[src/rtl/icache_resp.sv]
`default_nettype none
// ============================================================================
// Module   : icache_resp
// Purpose  : Direct-mapped, read-only instruction cache responder for the
//            fetch stage. Hits return combinationally in the request cycle.
//            Misses perform a 4-halfword line fill from main memory through
//            a valid/ready-style read interface, stalling fetch throughout.
//
// Ports    : clk       - clock, all state updates on rising edge
//            rst       - asynchronous, active-high reset
//            Addr      - byte address of the requested instruction
//            Rd        - read request (level-sensitive)
//            DataOut   - instruction word, 16'h0000 when Done=0
//            Done      - DataOut valid this cycle
//            Stall     - request not satisfied; requester holds Addr/Rd
//            CacheHit  - Done came from a tag hit (0 on fill completion)
//            err       - misaligned request (Addr[0]=1)
//            state     - current FSM state encoding (debug)
//            mem_addr  - word address to main memory, 0 when mem_rd=0
//            mem_rd    - memory read request
//            mem_data  - memory read data
//            mem_valid - mem_data valid, only meaningful while mem_rd=1
//
// Revision : 1.0 - initial release
// ============================================================================
module icache_resp #(
    parameter int NUM_LINES = 32,
    parameter int IDX_W     = 5
) (
    input  logic        clk,
    input  logic        rst,
    input  logic [15:0] Addr,
    input  logic        Rd,
    output logic [15:0] DataOut,
    output logic        Done,
    output logic        Stall,
    output logic        CacheHit,
    output logic        err,
    output logic [2:0]  state,
    output logic [15:0] mem_addr,
    output logic        mem_rd,
    input  logic [15:0] mem_data,
    input  logic        mem_valid
);

    localparam int C_TAG_W = 13 - IDX_W;

    typedef enum logic [2:0] {
        S_IDLE  = 3'd0,
        S_FILL0 = 3'd1,
        S_FILL1 = 3'd2,
        S_FILL2 = 3'd3,
        S_FILL3 = 3'd4,
        S_CMPL  = 3'd5
    } state_t;

    state_t              r_state;
    state_t              w_next_state;

    // Request address latched on a miss; bit 0 is always 0 for a fill, so
    // it is not stored.
    logic [15:1]         r_req_addr;

    logic [NUM_LINES-1:0] r_valid;
    logic [C_TAG_W-1:0]   r_tag  [NUM_LINES];
    logic [15:0]          r_data [NUM_LINES][4];

    // Address decomposition of the live request
    logic [IDX_W-1:0]    w_idx;
    logic [C_TAG_W-1:0]  w_tag;
    logic [1:0]          w_off;
    logic                w_hit;

    // Address decomposition of the latched request
    logic [IDX_W-1:0]    w_req_idx;
    logic [C_TAG_W-1:0]  w_req_tag;
    logic [1:0]          w_req_off;

    logic [1:0]          w_fill_word;
    logic                w_fill_we;
    logic                w_tag_we;
    logic                w_latch_req;
    logic [15:0]         w_word;

    assign w_off     = Addr[2:1];
    assign w_idx     = Addr[2+IDX_W:3];
    assign w_tag     = Addr[15:3+IDX_W];
    assign w_hit     = r_valid[w_idx] && (r_tag[w_idx] == w_tag);

    assign w_req_off = r_req_addr[2:1];
    assign w_req_idx = r_req_addr[2+IDX_W:3];
    assign w_req_tag = r_req_addr[15:3+IDX_W];

    // ------------------------------------------------------------------
    // State and request-address registers
    // ------------------------------------------------------------------
    always_ff @(posedge clk or posedge rst) begin
        if (rst) begin
            r_state    <= S_IDLE;
            r_req_addr <= '0;
        end else begin
            r_state <= w_next_state;
            if (w_latch_req) begin
                r_req_addr <= Addr[15:1];
            end
        end
    end

    // Valid bits are the only reset storage: clearing them on reset is what
    // guarantees a partially filled line never becomes visible.
    always_ff @(posedge clk or posedge rst) begin
        if (rst) begin
            r_valid <= '0;
        end else if (w_tag_we) begin
            r_valid[w_req_idx] <= 1'b1;
        end
    end

    // Tag and data arrays, not reset
    always_ff @(posedge clk) begin
        if (w_fill_we) begin
            r_data[w_req_idx][w_fill_word] <= mem_data;
        end
        if (w_tag_we) begin
            r_tag[w_req_idx] <= w_req_tag;
        end
    end

    // ------------------------------------------------------------------
    // Next-state and output decode
    // ------------------------------------------------------------------
    always_comb begin
        w_next_state = r_state;
        Done         = 1'b0;
        Stall        = 1'b0;
        CacheHit     = 1'b0;
        err          = 1'b0;
        mem_rd       = 1'b0;
        w_word       = 16'h0000;
        w_fill_word  = 2'd0;
        w_fill_we    = 1'b0;
        w_tag_we     = 1'b0;
        w_latch_req  = 1'b0;

        case (r_state)
            S_IDLE: begin
                if (Rd) begin
                    if (Addr[0]) begin
                        err = 1'b1;
                    end else if (w_hit) begin
                        Done     = 1'b1;
                        CacheHit = 1'b1;
                        w_word   = r_data[w_idx][w_off];
                    end else begin
                        Stall        = 1'b1;
                        w_latch_req  = 1'b1;
                        w_next_state = S_FILL0;
                    end
                end
            end

            // FILLk encodes as k+1, so the word index and the successor
            // state both fall out of the encoding (FILL3 + 1 = CMPL).
            S_FILL0, S_FILL1, S_FILL2, S_FILL3: begin
                mem_rd      = 1'b1;
                Stall       = 1'b1;
                w_fill_word = 2'(r_state - 3'd1);
                if (mem_valid) begin
                    w_fill_we    = 1'b1;
                    w_next_state = state_t'(r_state + 3'd1);
                end
            end

            S_CMPL: begin
                Done         = 1'b1;
                w_tag_we     = 1'b1;
                w_word       = r_data[w_req_idx][w_req_off];
                w_next_state = S_IDLE;
            end

            default: begin
                w_next_state = S_IDLE;
            end
        endcase

        // While reset is held the handshake outputs read as idle even if
        // fetch keeps asserting a request.
        if (rst) begin
            Done      = 1'b0;
            Stall     = 1'b0;
            CacheHit  = 1'b0;
            err       = 1'b0;
            mem_rd    = 1'b0;
            w_fill_we = 1'b0;
            w_tag_we  = 1'b0;
        end
    end

    assign DataOut  = Done ? w_word : 16'h0000;
    assign mem_addr = mem_rd ? {r_req_addr[15:3], w_fill_word, 1'b0} : 16'h0000;
    assign state    = r_state;

endmodule
`default_nettype wire

[config.mk]
export PLATFORM = sky130hd
export DESIGN_NAME = icache_resp
export DESIGN_NICKNAME = d
export VERILOG_FILES = /design/src/rtl/icache_resp.sv
export SDC_FILE = /design/constraint.sdc
export NUM_CORES = 2
export LEC_CHECK = 0
export BUFFER_PORTS_ARGS = -buffer_cell sky130_fd_sc_hd__buf_2
export CAP_MARGIN = 10
export CORE_MARGIN = 2
export CORE_UTILIZATION = 30
export CTS_CLUSTER_SIZE = 8
export DETAILED_ROUTE_END_ITERATION = 8
export RECOVER_POWER = 100
export SLEW_MARGIN = 20
export SYNTH_ARGS = -nofsm -noshare
export SYNTH_HDL_FRONTEND = slang
export SYNTH_SLANG_ARGS = --single-unit
[constraint.sdc]
create_clock -name clk -period 5.3 [get_ports clk]
set_input_delay 0.265 -clock clk [delete_from_list [all_inputs] [get_ports clk]]
set_output_delay 0.265 -clock clk [all_outputs]
set_load 0.01 [all_outputs]
==> results.sh <==
export IMPL_dp_hpwl_microns=214000
export IMPL_hold_ws_ns=0.0613
export IMPL_end_kind="register"
export IMPL_setup_ws_ns=-0.0251
export IMPL_area_delta_synth_final_pct=15.8
export IMPL_vias=60440
export IMPL_pre_cts_slack_ns=0.440
export IMPL_drive_gt1_share_pct=38.1
export IMPL_placed_area_sq_um=115000
export IMPL_clkTransAtPathRegs_ns=0.06
export IMPL_cap_violations=88
export IMPL_drc=0
export IMPL_cts_buffers=336
export IMPL_setup_viol=9
export IMPL_die_area_sq_um=361000
export IMPL_p_leak_nw=38.0
export IMPL_synth_compound_area_share_pct=2.00
export IMPL_slew_violations=2776
export IMPL_irDropWorstVdd_v=0.000382
export IMPL_rsz0062_at_grt="false"
export IMPL_cts_sinks=2354
export IMPL_overflow=0
export IMPL_clock_latency_ns=0.89
export IMPL_synthSimpleGateAreaFrac_pct=1.97
export IMPL_powerDensity_nw_per_um2=455
export IMPL_synth_seq_cells=2354
export IMPL_worstPathMaxFanout=16
export IMPL_grt_antenna_before_repair=21
export IMPL_ant_nets=0
export IMPL_tns_ns=-0.171
export IMPL_floorplan_initialDensity_pct=30.1
export IMPL_netlist_area_sq_um=107000
export IMPL_gp_congestion=0.889
export IMPL_critPathKind="reg -> reg"
export IMPL_clockBufferDepth=4
export IMPL_fin_crit_sh_pct=100
export IMPL_hold_viol=0
export IMPL_dr_pass1_iters=5
export IMPL_total_power_mw=56.3
export IMPL_tightestPinTransition_ns=3.42
export IMPL_cts_max_level=5
export IMPL_syn_area_per_cell_sq_um=21.4
export IMPL_die_height_microns=601
export IMPL_grt_pass1_vias=61154
export IMPL_mostFrequentLayoutCells="2304 x edfxtp_1, 1267 x mux4_2, 340 x clkbuf_16"
export IMPL_dr_first_iter_drc_count=8903
export IMPL_fin_worst_skew_ns=0.0963
export IMPL_portBuffers=74
export IMPL_grt_usage_pct=19.4
export IMPL_yosysTopAreaCellShare_pct=64.7
export IMPL_worstPathRequired_ns=5.73
export IMPL_synth_top_cells_by_area="edfxtp_1 65%, mux4_2 27%, mux2i_1 1.4%"
export IMPL_synthDistinctLibCells=61
export IMPL_maxSlewHeadroom_pct=-128
export IMPL_yosys_area_top_type="edfxtp_1"
export IMPL_grt_pass1_wl_microns=495000
export IMPL_fmax_mhz=188
export IMPL_min_path_type="in -> reg"
export IMPL_arrival_ns=5.75
export IMPL_wire_per_inst_microns=35.0
export IMPL_fin_area_sq_um=124000
export IMPL_async_flop_share_pct=2.12
export IMPL_cts_tree="yes"
export IMPL_synth_xor_xnor_area_share_pct=0.0656
export IMPL_nets=5479
export IMPL_start_kind="register"
export IMPL_synth_edf_count=2304
export IMPL_yosysWarnings=0
export IMPL_grt_max_degree=118
export IMPL_synth_top_family_by_area="multiplexers"
export IMPL_core_rowCount=219
export IMPL_yosys_area_share_adder_pct=0.0468
export IMPL_utilization_pct=34.9
export IMPL_placed_cells=9819
export IMPL_synth_cells=5001
export IMPL_synth_mux_area_share_pct=28.3
export IMPL_outcome="finished with violations"
export IMPL_synth_ff_type="edfxtp_1"
export IMPL_layout_commonest_cell="edfxtp_1"
export IMPL_syn_nets=5041
export IMPL_clock_tree_root_cell="clkbuf_16"
export IMPL_avgViaCountPerCell=5.89
export IMPL_final_cells=10262
export IMPL_io_pins=76
export IMPL_fin_crit_ns=5.33
export IMPL_violations="capacitance limit, slew limit, setup timing"
export IMPL_fp_coreArea_sq_um=355000
export IMPL_chipWidth_microns=601
export IMPL_ys_seq_area_share_pct=65.9
export IMPL_finalWirelength_microns=359000
## repair_timing
action | CTS | global route
setup buffers | 2 | 0
hold endpoints to repair | 723 | 0
resized for setup | 1 | 0
endpoints found under the setup margin | 3 | 0
hold buffers | 30 | 0
## routing by layer
layer / vias up / global-route usage [%] / part of all wire, %
li1: 22658 / - / -
met1: 33120 / 25.6 / 37
met2: 3919 / 30.8 / 47
met3: 737 / 4.28 / 10
met4: 6 / 8.60 / 5.4
met5: - / 0 / 0.012
## synthesized netlist by cell type (all sizes together), types with 3 or more instances
library cell / count
edfxtp: 2304
mux4: 1267
nor2: 223
clkbuf: 205
buf: 186
mux2i: 150
nand2: 103
a21oi: 65
a22oi: 60
o21ai: 56
dfrtp: 50
or2: 34
o22ai: 28
nor3: 27
mux2: 22
a221oi: 18
and2: 18
nand4: 15
nor2b: 15
a31oi: 14
o211ai: 13
a211oi: 12
inv: 12
a22o: 11
nand3: 11
and3: 9
o221ai: 9
xor2: 6
a2111oi: 5
o2111ai: 5
ha: 4
o211a: 4
or3: 4
nand2b: 3
nor3b: 3
o32ai: 3
## layout make-up
type / instances / area (sq um)
diodes: 11 / 27.5
clock buffers: 382 / 8670
clock inverters: 17 / 282
fillers: 33000 / 231000
inverters: 13 / 61.3
multi-input cells: 2243 / 34900
flip-flops and latches: 2354 / 70500
well taps: 4751 / 5940
repair buffers: 491 / 3410
## worst max-delay path: stages, from the launching register on
cell and delay [ns]:
dfrtp_4 0.62, or2_2 0.41, nor2_4 0.60, buf_4 0.37, clkbuf_1 0.58, nand2_1 0.18, clkbuf_1 0.40, nor2_1 0.22
clkbuf_1 1.49
## registers in the layout (all words and copies together), names as in the netlist
| register | flops |
|---|---|
| r_req_addr | 15 |
| r_data | 2048 |
| r_tag | 256 |
| state | 3 |
| r_valid | 32 |
## cell families (layout without fill, tap and decap cells)
kind of cell,after synthesis,after routing
simple gates,472,472
buf+inv,404,903
xor+xnor,8,8
compound gates,319,319
mux,1439,1439
flops,2354,2354
other cells,1,12
fa+ha+maj,4,4
## final timing paths
kind	slack, ns	end	from	depth (start not counted)
hold / removal	0.06	state[1]	Rd	4
max in group asynchronous	3.48	r_req_addr[5]	rst	5
setup / recovery	-0.03	r_data[1][55]	r_req_addr[7]	8
min in group asynchronous	0.70	r_valid[28]	rst	4
setup reg to reg	-0.03	r_data[1][55]	r_req_addr[7]	8
hold reg to reg	0.46	r_valid[14]	r_valid[14]	1
## power breakdown
group	total (mW)	internal [mW]	leakage, nW	switching (mW)
Combinational	15.6	6.52	12.3	9.07
Clock	19.1	11.4	4.37	7.71
Sequential	21.7	21.0	21.4	0.631
No activity file was read; power rests on OpenSTA's default activity.
